$ cat config.mk
export PLATFORM = sky130hd
export DESIGN_NAME = cruise_ctrl_p_flat
export DESIGN_NICKNAME = d
export VERILOG_FILES = /design/src/rtl/cruise_ctrl_p_if.sv /design/src/rtl/cruise_ctrl_p.sv /design/src/flat_wrapper.sv
export SDC_FILE = /design/constraint.sdc
export NUM_CORES = 1
export LEC_CHECK = 0
export CORE_UTILIZATION = 52
export DETAILED_ROUTE_END_ITERATION = 10
export GPL_TIMING_DRIVEN = 1
export PLACE_DENSITY = 0.82
export SLEW_MARGIN = 20
export SYNTH_ARGS = -nofsm -noshare
export SYNTH_HDL_FRONTEND = slang
export SYNTH_SLANG_ARGS = --single-unit
$ cat constraint.sdc
create_clock -name clock -period 6.1 [get_ports clock]
set_input_delay 1.83 -clock clock [delete_from_list [all_inputs] [get_ports clock]]
set_output_delay 1.83 -clock clock [all_outputs]
set_load 0.005 [all_outputs]
$ cat src/rtl/cruise_ctrl_p_if.sv
// Driver/actuator/dashboard bundle for cruise_ctrl_p; slave is the controller's view.
interface cruise_ctrl_p_if #(
    parameter int SPEED_W = 8,
    parameter int AWARE_W = 3,
    parameter int FUEL_W  = 3
);
    logic               speed_up;
    logic               speed_down;
    logic [AWARE_W-1:0] awareness;
    logic [SPEED_W-1:0] speed;
    logic [SPEED_W-1:0] c_speed;
    logic [FUEL_W-1:0]  fuel;
    logic               brake;
    logic               L;
    logic               G;
    logic               EQ;
    logic [1:0]         state;

    modport master (
        output speed_up, speed_down, awareness,
        input  speed, c_speed, fuel, brake, L, G, EQ, state
    );

    modport slave (
        input  speed_up, speed_down, awareness,
        output speed, c_speed, fuel, brake, L, G, EQ, state
    );
endinterface

$ cat src/rtl/cruise_ctrl_p.sv
// Cruise controller: edge-detected set speed, current speed ramped toward a hazard-capped target.
// Outputs registered (flags combinational); CRUISE_RESUME_EN keeps the set speed through BRAKE.
module cruise_ctrl_p #(
    parameter int SPEED_W   = 8,
    parameter int SET_STEP  = 8,
    parameter int STEP      = 1,
    parameter int MAX_SPEED = 200,
    parameter int AWARE_W   = 3,
    parameter int BRAKE_LVL = 5,
    parameter int FUEL_W    = 3,
    parameter int FUEL_HOLD = 2
) (
    input  logic           clock,
    input  logic           reset_n,
    cruise_ctrl_p_if.slave bus
);
    localparam logic [1:0] HOLD  = 2'd0;
    localparam logic [1:0] ACCEL = 2'd1;
    localparam logic [1:0] DECEL = 2'd2;
    localparam logic [1:0] BRAKE = 2'd3;

    localparam int SW1 = SPEED_W + 1;
    localparam logic [SPEED_W-1:0] MAX_V   = SPEED_W'(MAX_SPEED);
    localparam logic [SW1-1:0]     MAX_X   = SW1'(MAX_SPEED);
    localparam logic [SW1-1:0]     SET_X   = SW1'(SET_STEP);
    localparam logic [SW1-1:0]     STEP_X  = SW1'(STEP);
    localparam logic [SW1-1:0]     STEP2_X = SW1'(2 * STEP);
    localparam logic [AWARE_W-1:0] BRAKE_V = AWARE_W'(BRAKE_LVL);

    logic [SPEED_W-1:0] speed_q, speed_d;
    logic [SPEED_W-1:0] c_speed_q, c_speed_d;
    logic [FUEL_W-1:0]  fuel_q, fuel_d;
    logic               brake_q, brake_d;
    logic [1:0]         state_q, state_d;
    logic               up_prev_q, up_prev_d;
    logic               dn_prev_q, dn_prev_d;

    logic [SPEED_W-1:0] cap, tgt;
    logic [SW1-1:0]     spd_x, cs_x, tgt_x, up_sum, acc_sum;
    logic               up_press, dn_press;

    always_comb begin
        cap      = MAX_V >> bus.awareness;
        tgt      = (speed_q < cap) ? speed_q : cap;
        spd_x    = {1'b0, speed_q};
        cs_x     = {1'b0, c_speed_q};
        tgt_x    = {1'b0, tgt};
        up_sum   = spd_x + SET_X;
        acc_sum  = cs_x + STEP_X;
        up_press = bus.speed_up & ~up_prev_q;
        dn_press = bus.speed_down & ~dn_prev_q;
    end

    always_comb begin
        up_prev_d = bus.speed_up;
        dn_prev_d = bus.speed_down;
        speed_d   = speed_q;
        c_speed_d = c_speed_q;
        fuel_d    = '0;
        brake_d   = 1'b0;

        if (bus.awareness >= BRAKE_V)
            state_d = BRAKE;
        else if (c_speed_q < tgt)
            state_d = ACCEL;
        else if (c_speed_q > tgt)
            state_d = DECEL;
        else
            state_d = HOLD;

        case (state_d)
            ACCEL: begin
                c_speed_d = (acc_sum > tgt_x) ? tgt : acc_sum[SPEED_W-1:0];
                fuel_d    = '1;
            end
            DECEL: begin
                c_speed_d = (cs_x < tgt_x + STEP_X) ? tgt : c_speed_q - STEP_X[SPEED_W-1:0];
            end
            BRAKE: begin
                c_speed_d = (cs_x < STEP2_X) ? '0 : c_speed_q - STEP2_X[SPEED_W-1:0];
                brake_d   = 1'b1;
            end
            default: begin
                fuel_d = FUEL_W'(FUEL_HOLD);
            end
        endcase

        // Presses are dropped while braking and on the exit edge; history still tracks.
        if (state_d == BRAKE) begin
`ifndef CRUISE_RESUME_EN
            speed_d = '0;
`endif
        end else if (state_q != BRAKE && (up_press ^ dn_press)) begin
            if (up_press)
                speed_d = (up_sum > MAX_X) ? MAX_V : up_sum[SPEED_W-1:0];
            else
                speed_d = (spd_x < SET_X) ? '0 : speed_q - SET_X[SPEED_W-1:0];
        end
    end

    always_ff @(posedge clock or negedge reset_n) begin
        if (!reset_n) begin
            speed_q   <= '0;
            c_speed_q <= '0;
            fuel_q    <= '0;
            brake_q   <= 1'b0;
            state_q   <= HOLD;
            up_prev_q <= 1'b0;
            dn_prev_q <= 1'b0;
        end else begin
            speed_q   <= speed_d;
            c_speed_q <= c_speed_d;
            fuel_q    <= fuel_d;
            brake_q   <= brake_d;
            state_q   <= state_d;
            up_prev_q <= up_prev_d;
            dn_prev_q <= dn_prev_d;
        end
    end

    assign bus.speed   = speed_q;
    assign bus.c_speed = c_speed_q;
    assign bus.fuel    = fuel_q;
    assign bus.brake   = brake_q;
    assign bus.state   = state_q;
    assign bus.L       = (c_speed_q < tgt);
    assign bus.G       = (c_speed_q > tgt);
    assign bus.EQ      = (c_speed_q == tgt);
endmodule

$ cat src/flat_wrapper.sv
// flat-port wrapper written by rule: the top's interface ports become plain ports
module cruise_ctrl_p_flat 
#(
    parameter int SPEED_W   = 8,
    parameter int SET_STEP  = 8,
    parameter int STEP      = 1,
    parameter int MAX_SPEED = 200,
    parameter int AWARE_W   = 3,
    parameter int BRAKE_LVL = 5,
    parameter int FUEL_W    = 3,
    parameter int FUEL_HOLD = 2
)
  (clock, reset_n, bus_speed_up, bus_speed_down, bus_awareness, bus_speed, bus_c_speed, bus_fuel, bus_brake, bus_L, bus_G, bus_EQ, bus_state);
  cruise_ctrl_p_if #(.SPEED_W(SPEED_W), .AWARE_W(AWARE_W), .FUEL_W(FUEL_W)) bus_i ();
  input  logic clock;
  input  logic reset_n;
  input wire logic [$bits(bus_i.speed_up)-1:0] bus_speed_up;
  input wire logic [$bits(bus_i.speed_down)-1:0] bus_speed_down;
  input wire logic [$bits(bus_i.awareness)-1:0] bus_awareness;
  output wire logic [$bits(bus_i.speed)-1:0] bus_speed;
  output wire logic [$bits(bus_i.c_speed)-1:0] bus_c_speed;
  output wire logic [$bits(bus_i.fuel)-1:0] bus_fuel;
  output wire logic [$bits(bus_i.brake)-1:0] bus_brake;
  output wire logic [$bits(bus_i.L)-1:0] bus_L;
  output wire logic [$bits(bus_i.G)-1:0] bus_G;
  output wire logic [$bits(bus_i.EQ)-1:0] bus_EQ;
  output wire logic [$bits(bus_i.state)-1:0] bus_state;
  assign bus_i.speed_up = bus_speed_up;
  assign bus_i.speed_down = bus_speed_down;
  assign bus_i.awareness = bus_awareness;
  assign bus_speed = bus_i.speed;
  assign bus_c_speed = bus_i.c_speed;
  assign bus_fuel = bus_i.fuel;
  assign bus_brake = bus_i.brake;
  assign bus_L = bus_i.L;
  assign bus_G = bus_i.G;
  assign bus_EQ = bus_i.EQ;
  assign bus_state = bus_i.state;
  cruise_ctrl_p #(.SPEED_W(SPEED_W), .SET_STEP(SET_STEP), .STEP(STEP), .MAX_SPEED(MAX_SPEED), .AWARE_W(AWARE_W), .BRAKE_LVL(BRAKE_LVL), .FUEL_W(FUEL_W), .FUEL_HOLD(FUEL_HOLD)) u_core (.clock(clock), .reset_n(reset_n), .bus(bus_i));
endmodule
[Yosys cells after proc, flatten, opt, wreduce, memory -nomap -nowiden]
Index checks and enable logic that the tools add are counted.
Widths: inputs -> output; s select.
Storage, ports and cells
  register bits after elaboration: 24
  output and inout port bits: 25
Cells by class
  $add $sub $neg: 6
  order comparisons: 9
  eq/ne operators: 5
  shift-type cells: 1
  mux-type cells: 15
  bitwise operators: 5
  reduce and logical (&&, ||, !) cells: 4
Operators by type and width (number)
  $mux 8: 9
  $pmux 8 s3: 1
  $add 8x1->9 const B: 2
  $lt 8x8->1: 2
  $add 8x4->9 const B: 1
  $gt 9x8->1: 1
  $gt 9x8->1 const B: 1
  $lt 8x9->1: 1
  $eq 8x8->1: 1
  $gt 8x8->1: 1
  $lt 8x2->1 const B: 1
  $lt 8x4->1 const B: 1
  $shr 8x3->8 const A: 1
  $sub 8x1->8 const B: 1
  $sub 8x2->8 const B: 1
  $sub 8x4->8 const B: 1
  $mux 2: 3
  $pmux 3 s2: 1
  $eq 2x2->1 const B: 2
  $ge 3x3->1 const B: 1
  $reduce_bool 3->1: 1
  $and 1x1->1: 2
  $eq 2x1->1 const B: 1
  $ne 2x2->1 const B: 1
  other kinds (6): 7

[Depth between registers and ports, before layout]
  depth after elaboration: 10
  mapped depth: 22
  mapped depth without buffers: 22

[Worst setup path after synthesis]
No wires, ideal clock.
  path type: in2out
  start point: in bus_awareness[0]
  end point: out bus_G
  data arrival time: 4.471 ns
  required time: 4.270 ns
  setup slack: -0.201 ns
  cell stages on the path: 15
  cell sequence: inv_1 ha_1 and2b_1 inv_1 ha_1 a21oi_1 o21ai_1 nor2_8 mux2i_1 inv_2 ha_1 nand4_1 a21oi_1 nor2_1 nor2_1
On the way
  cells in the longest elaborated chain, start to end: 4
RTL lines
  from (decl): line flat_wrapper.sv:19  | input wire logic [$bits(bus_i.awareness)-1:0] bus_awareness;
  $shr 8x3->8 *: line cruise_ctrl_p.sv:43  | cap = MAX_V >> bus.awareness;
  $lt 8x8->1: line cruise_ctrl_p.sv:44  | tgt = (speed_q < cap) ? speed_q : cap;
  $mux 8 *: line cruise_ctrl_p.sv:44
  $gt 8x8->1 *: line cruise_ctrl_p.sv:127  | assign bus.G = (c_speed_q > tgt);
  to (decl): line flat_wrapper.sv:25  | output wire logic [$bits(bus_i.G)-1:0] bus_G;
Every way passes the cells marked *; elsewhere a longest branch is shown, timed or not.

[Worst setup path after layout]
  start point: in bus_awareness[1]
  end point: out bus_G
Same word-level chain as after synthesis.

==> results <==
- Detailed placement finished with a half-perimeter wire length of between 5 and 6 mm.
- The finished cells cover 0.00375 mm².
- After synthesis, flip-flops and latches occupy 18.6% of the total area.
- The number of flops mapped to enable cells by yosys is 0.
- The routed design could run at a clock period as short as 6.49 ns.
- The DRC violation count after routing is 0.
- The number of different library cells used by synthesis comes to 65.
- Entering global routing, the biggest net connects 21 pins.
- The number of optimization iterations in the first detailed-route pass is 5.
- After detailed routing, the average wire length per cell comes to 19.6 µm.
- The kind of capture point of the worst setup path is an output port.
- In this run the worst hold path is classified as register to register.
- The final reports fail on setup timing.
- The post-CTS clock slew at the launch and capture registers of the worst setup and hold paths is 0.08 ns.
- The count of cells in the finished layout, fillers not included, comes to 466.
- The count of H-tree levels built during CTS is 1.
- The end of the worst register-to-register path is u_core.bus.c_speed[4].
- IR analysis of the VDD net gives a maximum drop of approximately 0.45 mV.
- The highest net fanout along the worst path is 7.
- The run finished, with violations left.
- Clock tree synthesis found a total of 20 sinks.
- The logic depth of the worst register-to-register path is 20.
- The count of nets left with antenna violations once routing finished came out at 0.
- The total power divided by cell area is between 600 and 700 mW/mm².
- Leaving out fill and tap cells, the most frequent cells in the layout are buf_4, ha_1, clkdlybuf4s50_1, nand2_1, dfrtp_1.
- Synthesis produced a netlist whose cell count is 319.
- Among all stages on the critical path, the largest delay is contributed by ha_4.
- The DRC marker count from the first detailed-route iteration is 277.
- Including well taps, the total number of placed cells is between 400 and 500.
- Final hold analysis gives a worst-case slack of 0.730 ns.
- For this configuration, the core starts out at a cell density of between 50 and 60%.
- In this run the tool buffered the top-level ports with 28 buffer cells.
- The detailed router placed 2929 vias in this run.
- The relative area change from synthesis to final layout is 39.5%.
- Data on the critical path is required at its endpoint by ~4.3 ns.
- The highest attainable clock frequency is around 150 MHz.
- The data arrival time of the critical path is between 4 and 5 ns.
- The floorplan has 25 rows.
- The layout cell share with drive strength beyond 1 is 32.3%.
- The remaining global-route overflow is 0.
- The final hold violation count is 0.
- The later pin in the worst-skew pair is clocked with a latency of about 0.27 ns.
- Setup violations remaining at the end of the flow were counted as 3.
- The CTS buffer count is 3.
- The final weighted congestion of routability-driven global placement is about 1.0.
- For the pin with the worst max-slew slack, the measured transition is 0.912 ns.
- The final worst-path cycle share is 106%.
- No sink is reached through more buffers than the 2 on the longest clock path.
- In the synthesized netlist the async set-or-reset flop fraction comes to 100%.
- The routed via count divided by cell count is 6.29.
- Setup repair after global routing could not meet its margin everywhere.
- The tree is rooted in a clkbuf_8.
- The die height is roughly 74 µm.
- The number of antenna violations at the first check in global routing is 0.
- The average footprint of a synthesized cell is 8.43 µm².
- The critical register-to-register path startpoint is u_core.bus.speed[6].
- The number of antenna repair diodes is 0.
- Once routing completed, OpenROAD measured the worst setup slack at -0.393 ns.
- The overall power of the completed layout is about 2.4 mW.
- The number of warnings issued by yosys is 0.
- The nature of the critical path startpoint is a primary input.
- The overall track demand over capacity in global routing is 34.2%.
- The setup path with the least slack is of type primary input to output port.
- The number of maximum-capacitance constraint violations is 0.
- The final clock skew is roughly 0.0087 ns.
- Measured against its own limit, the worst slew margin works out to between 30% and 40%.
- The layout net count is 448.
- The die area is approximately 0.0055 mm².
- The total cell area at the placement stage is approximately 0.0033 mm².
- The static leakage is 1.65 nW.
- The chip width is 73.9 µm.
- The longest individual stage delay on the worst path is 0.26 ns.
- Traced cell by cell, the critical path runs through buf_8 > inv_4 > ha_4 > inv_1 > nor2_2 > inv_1 > ha_4 > a21oi_2 > o21ai_4 > nor2_8 > buf_12 > mux2i_4 > inv_2 > ha_4 > nand4_1 > buf_4 > a21oi_4 > nor2_4 > buf_6 > nor2_4 > buf_2.
- The destination of the worst hold path is u_core.bus.speed[3].
- Along the worst hold path, the cell count comes to 3.
- The primary flip-flop cell chosen by synthesis mapping is dfrtp_1.
- Synthesis inferred 20 register bits.
- In this run the standard cell core region covers 0.00485 mm².
- After synthesis the cells add up to 0.00269 mm².
- Counting the fill cells in the layout gives 300.
- Leaving out fill and tap cells, the most frequent cell in the layout is buf_4.
- The startpoint identified for the worst hold timing path is u_core.up_prev_q.
- The first global-routing pass estimated 14.0 mm of wire.
- The max-slew violation count is 0.
- Among the stages of the critical path, the cell type that occurs most often is ha_4.
- The via count of the first global-routing pass is about 2800.
- TritonCTS built the clock tree.
- The final layout contains routed wiring with a total length of 9.14 mm.
- The number of placed I/O pins is 32.
- The register-to-register setup slack is about 1.6 ns.
cells by family (layout without fill, tap and decap cells):
family / Yosys count / after routing / synth area share [%]
xor+xnor: 16 / 16 / 5.21
simple gates: 98 / 98 / 20.7
buf+inv: 44 / 122 / 7.03
flops: 20 / 20 / 18.6
other cells: 1 / 3 / 0.140
fa+ha+maj: 42 / 42 / 19.5
compound gates: 86 / 86 / 23.9
mux: 12 / 12 / 4.89
routing by layer:
metal / track usage, % / vias up / share of wire [%]
met3: 5.76 / 50 / 7.6
met2: 59.0 / 202 / 50
met1: 41.1 / 1357 / 38
li1: - / 1320 / -
met5: 0 / - / 0
met4: 15.8 / 0 / 4.4
through the flow:
step / worst slack, ns / util, % / setup TNS, ns
2_1_floorplan: 0.00429 / - / 0
3_3_place_gp: -0.919 / 68.5 / -2.76
3_5_place_dp: -1.02 / 68.5 / -3.45
4_1_cts: -0.299 / 76.0 / -0.629
5_1_grt: -0.590 / 77.3 / -1.44
6_report: -0.393 / 77.3 / -0.892
sequential cells by signal (all words and copies together), names as in the netlist:
register and count:
u_core.bus.fuel 2, u_core.bus.speed 5, u_core.dn_prev_q 1, u_core.bus.c_speed 8
u_core.up_prev_q 1, u_core.bus.state 2, u_core.bus.brake 1
worst max path at each step:
| stage | to | slack (ns) | cells after the start | start |
|---|---|---|---|---|
| floorplan | bus_G | 0.004 | 15 | bus_awareness[0] |
| global placement | bus_G | -0.92 | 17 | bus_awareness[0] |
| detailed placement | bus_L | -1.02 | 16 | bus_awareness[1] |
| CTS | bus_G | -0.30 | 20 | bus_awareness[0] |
| global route | bus_G | -0.59 | 21 | bus_awareness[1] |
| finish | bus_G | -0.39 | 21 | bus_awareness[1] |
worst max-delay path, delay by kind of cell:
family                     cells  cell delay [ns]
buffers and inverters          9             0.92
adders and majority gates      3             0.61
and+or+nand+nor                5             0.58
AOI/OAI and AO/OA              3             0.46
muxes                          1             0.25
power by group:
group	switching, mW	internal (mW)
Clock	0.0483	0.0877
Sequential	0.154	0.183
Combinational	0.959	0.961
cells in the mapped netlist (3+ instances only):
| library cell | instances | share of area (%) |
|---|---|---|
| mux2i_1 | 6 | 2.2 |
| nor3_2 | 3 | 1.1 |
| xnor2_1 | 10 | 3.3 |
| buf_2 | 4 | 0.74 |
| a21oi_1 | 18 | 3.4 |
| ha_1 | 41 | 19 |
| nand2b_1 | 5 | 1.2 |
| mux2_2 | 5 | 2.1 |
| dfrtp_1 | 20 | 19 |
| or3_1 | 4 | 0.93 |
| nor2b_1 | 7 | 1.6 |
| a21o_1 | 3 | 0.84 |
| o211ai_1 | 9 | 2.5 |
| buf_4 | 5 | 1.4 |
| nand2_1 | 21 | 2.9 |
| o21ai_1 | 6 | 1.1 |
| nand3_1 | 5 | 0.93 |
| inv_1 | 23 | 3.2 |
| nand4_1 | 6 | 1.4 |
| xor2_1 | 6 | 2.0 |
| o21ai_0 | 9 | 1.7 |
| and3_1 | 4 | 0.93 |
| nor3_1 | 6 | 1.1 |
| nor2_1 | 22 | 3.1 |
| inv_2 | 7 | 0.98 |
| o22ai_1 | 7 | 1.6 |
| clkbuf_1 | 4 | 0.56 |
repair_timing:
item,in CTS,in global routing
endpoints found under the setup margin,3,3
hold buffers,0,0
gates resized for setup,52,8
buffers inserted,14,5
pin swaps,14,7
final cells by class:
| class | instances | area [µm²] | share of cell area [%] |
|---|---|---|---|
| Inverter | 30 | 120 | 3.20 |
| Timing Repair Buffer | 88 | 769 | 20.5 |
| Multi-Input combinational cell | 257 | 2200 | 58.8 |
| Clock inverter | 1 | 30.0 | 0.801 |
| Tap cell | 67 | 83.8 | 2.24 |
| Sequential cell | 20 | 500 | 13.4 |
| Clock buffer | 3 | 41.3 | 1.10 |
No activity file was read; power rests on OpenSTA's default activity.
